==> src/rtl/display_scheduler_pkg.sv <==
// ---------------------------------------------------------------------------
// display_scheduler_pkg
// Shared definitions for the display ownership scheduler: FSM state
// encoding, number of request sources, default timing constants and the
// result type of the round-robin pick.
// ---------------------------------------------------------------------------
package display_scheduler_pkg;

    typedef enum logic [1:0] {
        ST_IDLE = 2'd0,
        ST_OWN  = 2'd1,
        ST_GAP  = 2'd2
    } state_t;

    localparam int NREQ             = 4;
    localparam int DEFAULT_PRESCALE = 50000;
    localparam int DEFAULT_HOLD     = 256;

    // Number of scan ticks the display stays blanked between owners when
    // the blanking gap is built in.
    localparam int GAP_TICKS = 2;

    typedef struct packed {
        logic       valid;
        logic [1:0] idx;
    } pick_t;

endpackage

==> src/rtl/scan_tick_gen.sv <==
// ---------------------------------------------------------------------------
// scan_tick_gen
// Free-running prescaler producing a one-Clk-wide scan tick every PRESCALE
// cycles. Reusable by any display block that needs the refresh cadence.
//
// Ports:
//   Clk  in   system clock, rising edge
//   Rst  in   asynchronous active-high reset (counter to 0, Cen low)
//   Cen  out  high for the single cycle the count equals PRESCALE-1
// ---------------------------------------------------------------------------
module scan_tick_gen
    import display_scheduler_pkg::*;
#(
    parameter int PRESCALE = DEFAULT_PRESCALE
) (
    input  logic Clk,
    input  logic Rst,
    output logic Cen
);

    localparam int            CW   = $clog2(PRESCALE);
    localparam logic [CW-1:0] LAST = CW'(PRESCALE - 1);

    logic [CW-1:0] cnt;

    // NOTE: sequential state is assigned with <= so every flop samples the
    // pre-edge values, independent of statement order.
    always_ff @(posedge Clk or posedge Rst) begin
        if (Rst) begin
            cnt <= '0;
        end else if (cnt == LAST) begin
            cnt <= '0;
        end else begin
            cnt <= cnt + CW'(1);
        end
    end

    // Decoded straight from the counter, so it drops to 0 as soon as Rst
    // clears the count.
    assign Cen = (cnt == LAST);

endmodule

==> src/rtl/display_scheduler.sv <==
// ---------------------------------------------------------------------------
// display_scheduler
// Round-robin arbiter handing a shared 2-digit display to one of four
// sources for HOLD scan ticks at a time. The owner's byte is passed through
// combinationally to the digit-refresh multiplexer.
//
// Ports:
//   Clk          in   system clock, rising edge
//   Rst          in   asynchronous active-high reset
//   Req[3:0]     in   level-sensitive display requests, one per source
//   Data0..Data3 in   byte each source wants shown
//   Gnt[3:0]     out  one-hot grant of the current owner, or all zero
//   Src[1:0]     out  index of the current or last owner
//   DispD[7:0]   out  byte to the digit-refresh multiplexer
//   Cen          out  one-Clk-wide scan tick
//   Blank        out  display blanking indication
//
// Build option DISP_BLANK_GAP_EN: when defined, every hand-over to a
// different owner (or to idle) blanks the display for GAP_TICKS scan ticks
// before arbitrating again. Re-granting the same owner skips the gap.
// ---------------------------------------------------------------------------
module display_scheduler
    import display_scheduler_pkg::*;
#(
    parameter int PRESCALE = DEFAULT_PRESCALE,
    parameter int HOLD     = DEFAULT_HOLD
) (
    input  logic            Clk,
    input  logic            Rst,
    input  logic [NREQ-1:0] Req,
    input  logic [7:0]      Data0,
    input  logic [7:0]      Data1,
    input  logic [7:0]      Data2,
    input  logic [7:0]      Data3,
    output logic [NREQ-1:0] Gnt,
    output logic [1:0]      Src,
    output logic [7:0]      DispD,
    output logic            Cen,
    output logic            Blank
);

    localparam logic [15:0] SLOT_LAST = 16'(HOLD - 1);

    state_t      state_q, state_d;
    logic [1:0]  src_q, src_d;
    logic [15:0] slot_q, slot_d;     // scan ticks spent in OWN (or GAP)
    logic        have_q, have_d;     // an owner has existed since reset
    pick_t       pick;
    logic        expire;

    scan_tick_gen #(
        .PRESCALE (PRESCALE)
    ) u_tick (
        .Clk (Clk),
        .Rst (Rst),
        .Cen (Cen)
    );

    // Round-robin search starting one past the last owner, so the current
    // owner is checked last and only re-wins when nobody else asks.
    function automatic pick_t rr_pick(input logic [NREQ-1:0] req,
                                      input logic            from_zero,
                                      input logic [1:0]      last);
        pick_t      p;
        logic [1:0] start;
        logic [1:0] idx;
        p     = '0;
        start = from_zero ? 2'd0 : last + 2'd1;
        for (int i = 0; i < NREQ; i++) begin
            idx = start + 2'(i);
            if (!p.valid && req[idx]) begin
                p.valid = 1'b1;
                p.idx   = idx;
            end
        end
        return p;
    endfunction

    assign pick   = rr_pick(Req, !have_q, src_q);
    assign expire = Cen && (slot_q == SLOT_LAST);

    // NOTE: every variable written here gets a default first, so no path
    // leaves one unassigned and no latch is inferred.
    always_comb begin
        state_d = state_q;
        src_d   = src_q;
        slot_d  = slot_q;
        have_d  = have_q;

        case (state_q)
            ST_IDLE: begin
                slot_d = '0;
                if (pick.valid) begin
                    state_d = ST_OWN;
                    src_d   = pick.idx;
                    have_d  = 1'b1;
                end
            end

            ST_OWN: begin
                if (Cen) begin
                    slot_d = slot_q + 16'd1;
                end
                if (expire) begin
                    slot_d = '0;
                    if (pick.valid && pick.idx == src_q) begin
                        state_d = ST_OWN;          // sole requester keeps it
                    end else begin
`ifdef DISP_BLANK_GAP_EN
                        state_d = ST_GAP;
`else
                        if (pick.valid) begin
                            src_d = pick.idx;
                        end else begin
                            state_d = ST_IDLE;
                        end
`endif
                    end
                end else if (!Req[src_q]) begin
                    // Early release always drops the grant for at least one
                    // cycle; the next owner is chosen from IDLE or GAP.
                    slot_d = '0;
`ifdef DISP_BLANK_GAP_EN
                    state_d = ST_GAP;
`else
                    state_d = ST_IDLE;
`endif
                end
            end

`ifdef DISP_BLANK_GAP_EN
            ST_GAP: begin
                if (Cen) begin
                    if (slot_q == 16'(GAP_TICKS - 1)) begin
                        slot_d = '0;
                        if (pick.valid) begin
                            state_d = ST_OWN;
                            src_d   = pick.idx;
                        end else begin
                            state_d = ST_IDLE;
                        end
                    end else begin
                        slot_d = slot_q + 16'd1;
                    end
                end
            end
`endif

            default: begin
                state_d = ST_IDLE;
                slot_d  = '0;
            end
        endcase
    end

    always_ff @(posedge Clk or posedge Rst) begin
        if (Rst) begin
            state_q <= ST_IDLE;
            src_q   <= 2'd0;
            slot_q  <= '0;
            have_q  <= 1'b0;
        end else begin
            state_q <= state_d;
            src_q   <= src_d;
            slot_q  <= slot_d;
            have_q  <= have_d;
        end
    end

    // Outputs decode registered state; DispD follows the owner's data
    // combinationally.
    always_comb begin
        Gnt   = '0;
        DispD = 8'h00;
        Blank = 1'b1;
        if (state_q == ST_OWN) begin
            Gnt[src_q] = 1'b1;
            Blank      = 1'b0;
            case (src_q)
                2'd0:    DispD = Data0;
                2'd1:    DispD = Data1;
                2'd2:    DispD = Data2;
                default: DispD = Data3;
            endcase
        end
    end

    assign Src = src_q;

endmodule

==> config.mk <==
export PLATFORM = sky130hd
export DESIGN_NAME = display_scheduler
export DESIGN_NICKNAME = d
export VERILOG_FILES = /design/src/rtl/display_scheduler_pkg.sv /design/src/rtl/scan_tick_gen.sv /design/src/rtl/display_scheduler.sv
export SDC_FILE = /design/constraint.sdc
export NUM_CORES = 1
export LEC_CHECK = 0
export BUFFER_PORTS_ARGS = -buffer_cell sky130_fd_sc_hd__buf_2
export CAP_MARGIN = 20
export CORE_ASPECT_RATIO = 1.1
export CORE_MARGIN = 2
export CORE_UTILIZATION = 54
export CTS_CLUSTER_DIAMETER = 50
export DETAILED_ROUTE_END_ITERATION = 16
export PLACE_DENSITY = 0.82
export RECOVER_POWER = 100
export SLEW_MARGIN = 10
export SYNTH_ARGS = -nofsm -noshare
export SYNTH_HDL_FRONTEND = slang
export SYNTH_HIERARCHICAL = 1
export SYNTH_SLANG_ARGS = --single-unit
==> constraint.sdc <==
create_clock -name Clk -period 3.33 [get_ports Clk]
set_clock_uncertainty 0.1 [all_clocks]
set_input_delay 0.4995 -clock Clk [delete_from_list [all_inputs] [get_ports Clk]]
set_output_delay 0.4995 -clock Clk [all_outputs]
set_load 0.1 [all_outputs]
### Yosys cells after proc, flatten, opt, wreduce, memory -nomap -nowiden

Cells that the tools add are included.

* add/sub/neg operators: 6
* equal/unequal tests: 12
* magnitude comparators: 6
* reductions and logical operators: 15
* muxes and demuxes: 36

Operators with widths (number)
* two-way mux 16 bit: 5
* adder 16 x 1 -> 16 bit, second input constant: 2
* case mux 8 bit (3 select lines): 1
* two-way mux 2 bit: 9
* == test 16 bit, second input constant: 1
* == test 16 x 8 -> 1 bit, second input constant: 1
* < comparator 2 x 3 -> 1 bit, second input constant: 5
* two-way mux 3 bit: 4
* binary-select mux 1 bit (select 2 bit): 5
* two-way mux 8 bit: 1
* inequality test 4 bit, second input constant: 2
* case mux 2 bit (2 select lines): 2
* two-way mux 1 bit: 7
* logical AND 1 bit: 6
* inequality test 2 bit, second input constant: 3
* AND reduction 3 bit: 2
* adder 2 x 1 -> 2 bit, second input constant: 2
* adder 2 bit, second input constant: 2
* == test 2 x 1 -> 1 bit, second input constant: 2
* logical NOT 2 bit: 2
* two-way mux 4 bit: 1
* logical NOT 1 bit: 3
* inequality test 3 bit, second input constant: 1
* demux 1 bit (select 2 bit): 1
* 5 further kinds: 5

* bits of input ports: 38
* output and inout bits: 16
* register bits: 37

### Logic depth before layout (Yosys ltp)

* depth after elaboration: 19
* gate-level depth with buffers: 10
* mapped depth without buffers: 8

### Hierarchy

The synthesis kept the hierarchy.

Modules (own cells, without submodules)
* display_scheduler: times used 1, cells an instance 202, area an instance 1680.4 um^2
* scan_tick_gen: times used 1, cells an instance 68, area an instance 757.0 um^2

### Worst setup path after synthesis

Ideal clock, no wire load.

* path kind: reg2out
* from: register src_q[1], in the netlist Src[1]
* to: output port DispD[6]
* data arrival time: 3.122 ns
* stages on the path, launching flop included: 6
* setup slack: -0.391 ns
* path through: dfrtp_1 -> ha_1 -> buf_1 -> clkbuf_1 -> a21oi_1 -> nor2_1

* longest elaborated chain between the ends: 3

RTL lines
* start, declared: RTL line display_scheduler.sv:45 `logic [1:0] src_q, src_d;`
* start signal, assigned: RTL line display_scheduler.sv:164 `src_q <= src_d;`
* == test 2 bit (tied with other cells): RTL line display_scheduler.sv:179 `case (src_q)`
* case mux 8 bit (3 select lines) *: RTL line display_scheduler.sv:179
* two-way mux 8 bit *: RTL line display_scheduler.sv:176 `if (state_q == ST_OWN) begin`
* end, declared: RTL line display_scheduler.sv:37 `output logic [7:0] DispD,`

Mark *: on every way between the ends. The rest lies on a longest branch, timed or not.

### Worst setup path in the final report

* from: register u_tick.cnt[9]
* to: output port Cen

* longest elaborated chain between the ends: 1

RTL lines
* start, declared: RTL line scan_tick_gen.sv:24 `logic [CW-1:0] cnt;`
* start signal, assigned: RTL line scan_tick_gen.sv:34 `cnt <= cnt + CW'(1);`
* == test 16 bit: RTL line scan_tick_gen.sv:40 `assign Cen = (cnt == LAST);`
* end, declared: RTL line display_scheduler.sv:38 `output logic Cen,`

Every way passes these cells.

==> results.sh <==
export IMPL_netlist_cell_type_count=56
export IMPL_crit_required_ns=2.73
export IMPL_gr_total_overflow=0
export IMPL_dp_cells=367
export IMPL_synth_seq_area_share=0.370
export IMPL_async_flop_share=1.00
export IMPL_power_density_nw_per_um2=878
export IMPL_ctsRootBufferMaster="clkbuf_8"
export IMPL_layout_common_cells="buf_2 (37), dfrtp_1 (36), nor2_1 (33)"
export IMPL_initial_core_util=0.565
export IMPL_rsz0062_at_grt="false"
export IMPL_cts_setup_buffers=0
export IMPL_reg2reg_depth=7
export IMPL_crit_fanout=7
export IMPL_clock_sinks=36
export IMPL_dp_slack_ns=0.538
export IMPL_syn_avg_cell_area_um2=9.03
export IMPL_rows=25
export IMPL_grt_pass1_vias=2105
export IMPL_core_um2=4320
export IMPL_clk_latency_ns=0.29
export IMPL_vdd_drop_max_v=0.000892
export IMPL_layout_commonest_cell="buf_2"
export IMPL_synthTopCellsByArea="dfrtp_1 (37%), nor2_1 (6.3%), xnor2_1 (4.3%), xor2_1 (4.3%), ha_1 (3.6%)"
export IMPL_drtIter0Drc=133
export IMPL_grt_pass1_wl_um=9440
export IMPL_fin_crit_ns=2.98
export IMPL_cts_tree="done"
export IMPL_ys_flop_type="dfrtp_1"
export IMPL_die_x_um=68.1
export IMPL_antenna_found_initial=0
export IMPL_grt_max_degree=21
export IMPL_drtPass1Iterations=4
export IMPL_antennaDiodeCount=0
export IMPL_max_cap_violations=0
export IMPL_hold_viol_final=0
export IMPL_num_io_pins=54
export IMPL_area_delta_synth_final_pct=17.0
export IMPL_drc=0
export IMPL_postCtsHoldBufs=0
export IMPL_synth_edf_count=0
export IMPL_die_area_um2=5070
export IMPL_nets=365
export IMPL_postRouteAntennaNets=0
export IMPL_cts_buffers=5
export IMPL_path_clk_slew_ns=0.07
export IMPL_via_count=2188
export IMPL_n_fill_cell=376
export IMPL_die_y_um=74.5
export IMPL_finalNonFillerCells=374
export IMPL_hpwl_um=4110
export IMPL_syn_area_um2=2440
export IMPL_cp_end_kind="primary output"
export IMPL_ys_warn_count=6
export IMPL_cellLeakagePower_nw=1.24
export IMPL_drive_gt1_frac=0.253
export IMPL_htree_levels=2
export IMPL_synthCells=270
export IMPL_max_slew_margin=0.207
export IMPL_fmax_mhz=336
export IMPL_final_max_slew_viol_count=0
export IMPL_synth_top_cell_by_area="dfrtp_1"
export IMPL_power_mw=2.50
export IMPL_critPathLaunchType="flip-flop"
export IMPL_post_route_period_util=0.895
export IMPL_yosysTopAreaCellShare=0.370
export IMPL_cts_resized=0
export IMPL_worstPathArrival_ns=2.38
export IMPL_hold_class="in -> async"
export IMPL_grt_usage=0.242
export IMPL_gp_congestion=0.858
export IMPL_wirelength_um=5610
export IMPL_routedWlPerCell_um=15.0
export IMPL_io_buffers=53
export IMPL_clk_path_buf_depth=2
export IMPL_crit_type="reg -> out"
export IMPL_synth_seq_cells=36
export IMPL_setup_viol_count_final=0
export IMPL_syn_nets=315
export IMPL_worst_slack_ns=0.351
export IMPL_outcome="completed"
export IMPL_vias_per_cell=5.85
export IMPL_worst_slew_pin_slew_ns=1.19
export IMPL_whs_ns=0.172
## layout make-up
cell class	count	area [µm²]	share of cell area
tap	54	67.6	0.0237
multi-input combinational	213	1480	0.520
inverter	8	30.0	0.0105
clock buffer	7	96.3	0.0338
timing repair buffer	56	275	0.0965
sequential	36	901	0.316
## cell families after synthesis
family / after synthesis / share of synthesized area
simple gates: 128 / 0.303
buf+inv: 21 / 0.0395
xor+xnor: 24 / 0.0862
flops: 36 / 0.370
fa+ha+maj: 7 / 0.0359
mux: 6 / 0.0308
compound gates: 48 / 0.135
## metrics by stage
stage | setup TNS (ns) | area (µm²) | utilization
after floorplan | -4.13 | 2500 | -
after global placement | 0 | 2780 | 0.645
after detailed placement | 0 | 2780 | 0.645
after CTS | 0 | 2880 | 0.667
after global routing | 0 | 2850 | 0.661
final | 0 | 2850 | 0.661
## synth_stat cells (3+ instances only)
master,count
a21oi_1,17
a222oi_1,8
and2_1,6
and4_1,3
clkbuf_1,7
dfrtp_1,36
ha_1,7
inv_1,6
mux2i_1,3
nand2_1,18
nand2b_1,3
nand3_1,10
nand4_1,12
nor2_1,41
nor2b_1,4
nor3_1,4
nor4_1,3
nor4b_1,3
o21ai_0,8
or3_1,3
xnor2_1,12
xor2_1,12
## routing by layer
metal / global-route usage / share of wire / vias up
li1: - / - / 1076
met1: 0.310 / 0.44 / 1048
met2: 0.406 / 0.51 / 53
met3: 0.0439 / 0.033 / 11
met4: 0.0933 / 0.018 / 0
met5: 0 / 0 / -
## worst paths after layout
| kind | from | endpoint | slack [ns] |
|---|---|---|---|
| max in group asynchronous | Rst | have_q$_DFFE_PP0P_ | 2.42 |
| max reg2reg | u_tick/cnt[9]$_DFF_PP0_ | slot_q[3]$_DFFE_PP0P_ | 0.46 |
| max | u_tick/cnt[9]$_DFF_PP0_ | Cen | 0.35 |
| min | Rst | u_tick/cnt[5]$_DFF_PP0_ | 0.17 |
| min reg2reg | u_tick/cnt[0]$_DFF_PP0_ | u_tick/cnt[0]$_DFF_PP0_ | 0.40 |
| min in group Clk | u_tick/cnt[0]$_DFF_PP0_ | u_tick/cnt[0]$_DFF_PP0_ | 0.40 |
## critical path, stage by stage (launching register included)
cell      delay [ns]
dfrtp_1         0.46
or4bb_1         0.56
nor4_4          0.30
clkbuf_1        0.26
clkbuf_2        0.51
## flip-flops by register name (all words and copies together) (netlist names)
signal      flops
Src             2
u_tick/cnt     16
state_q         1
slot_q         16
have_q          1
## report_power, final
group,internal (mW),total (mW),leakage [nW],switching [mW]
logic,0.390,1.68,0.713,1.29
registers,0.456,0.492,0.475,0.0358
clock network,0.184,0.334,0.0503,0.150
Note: power is estimated with default switching activity, not from simulation.
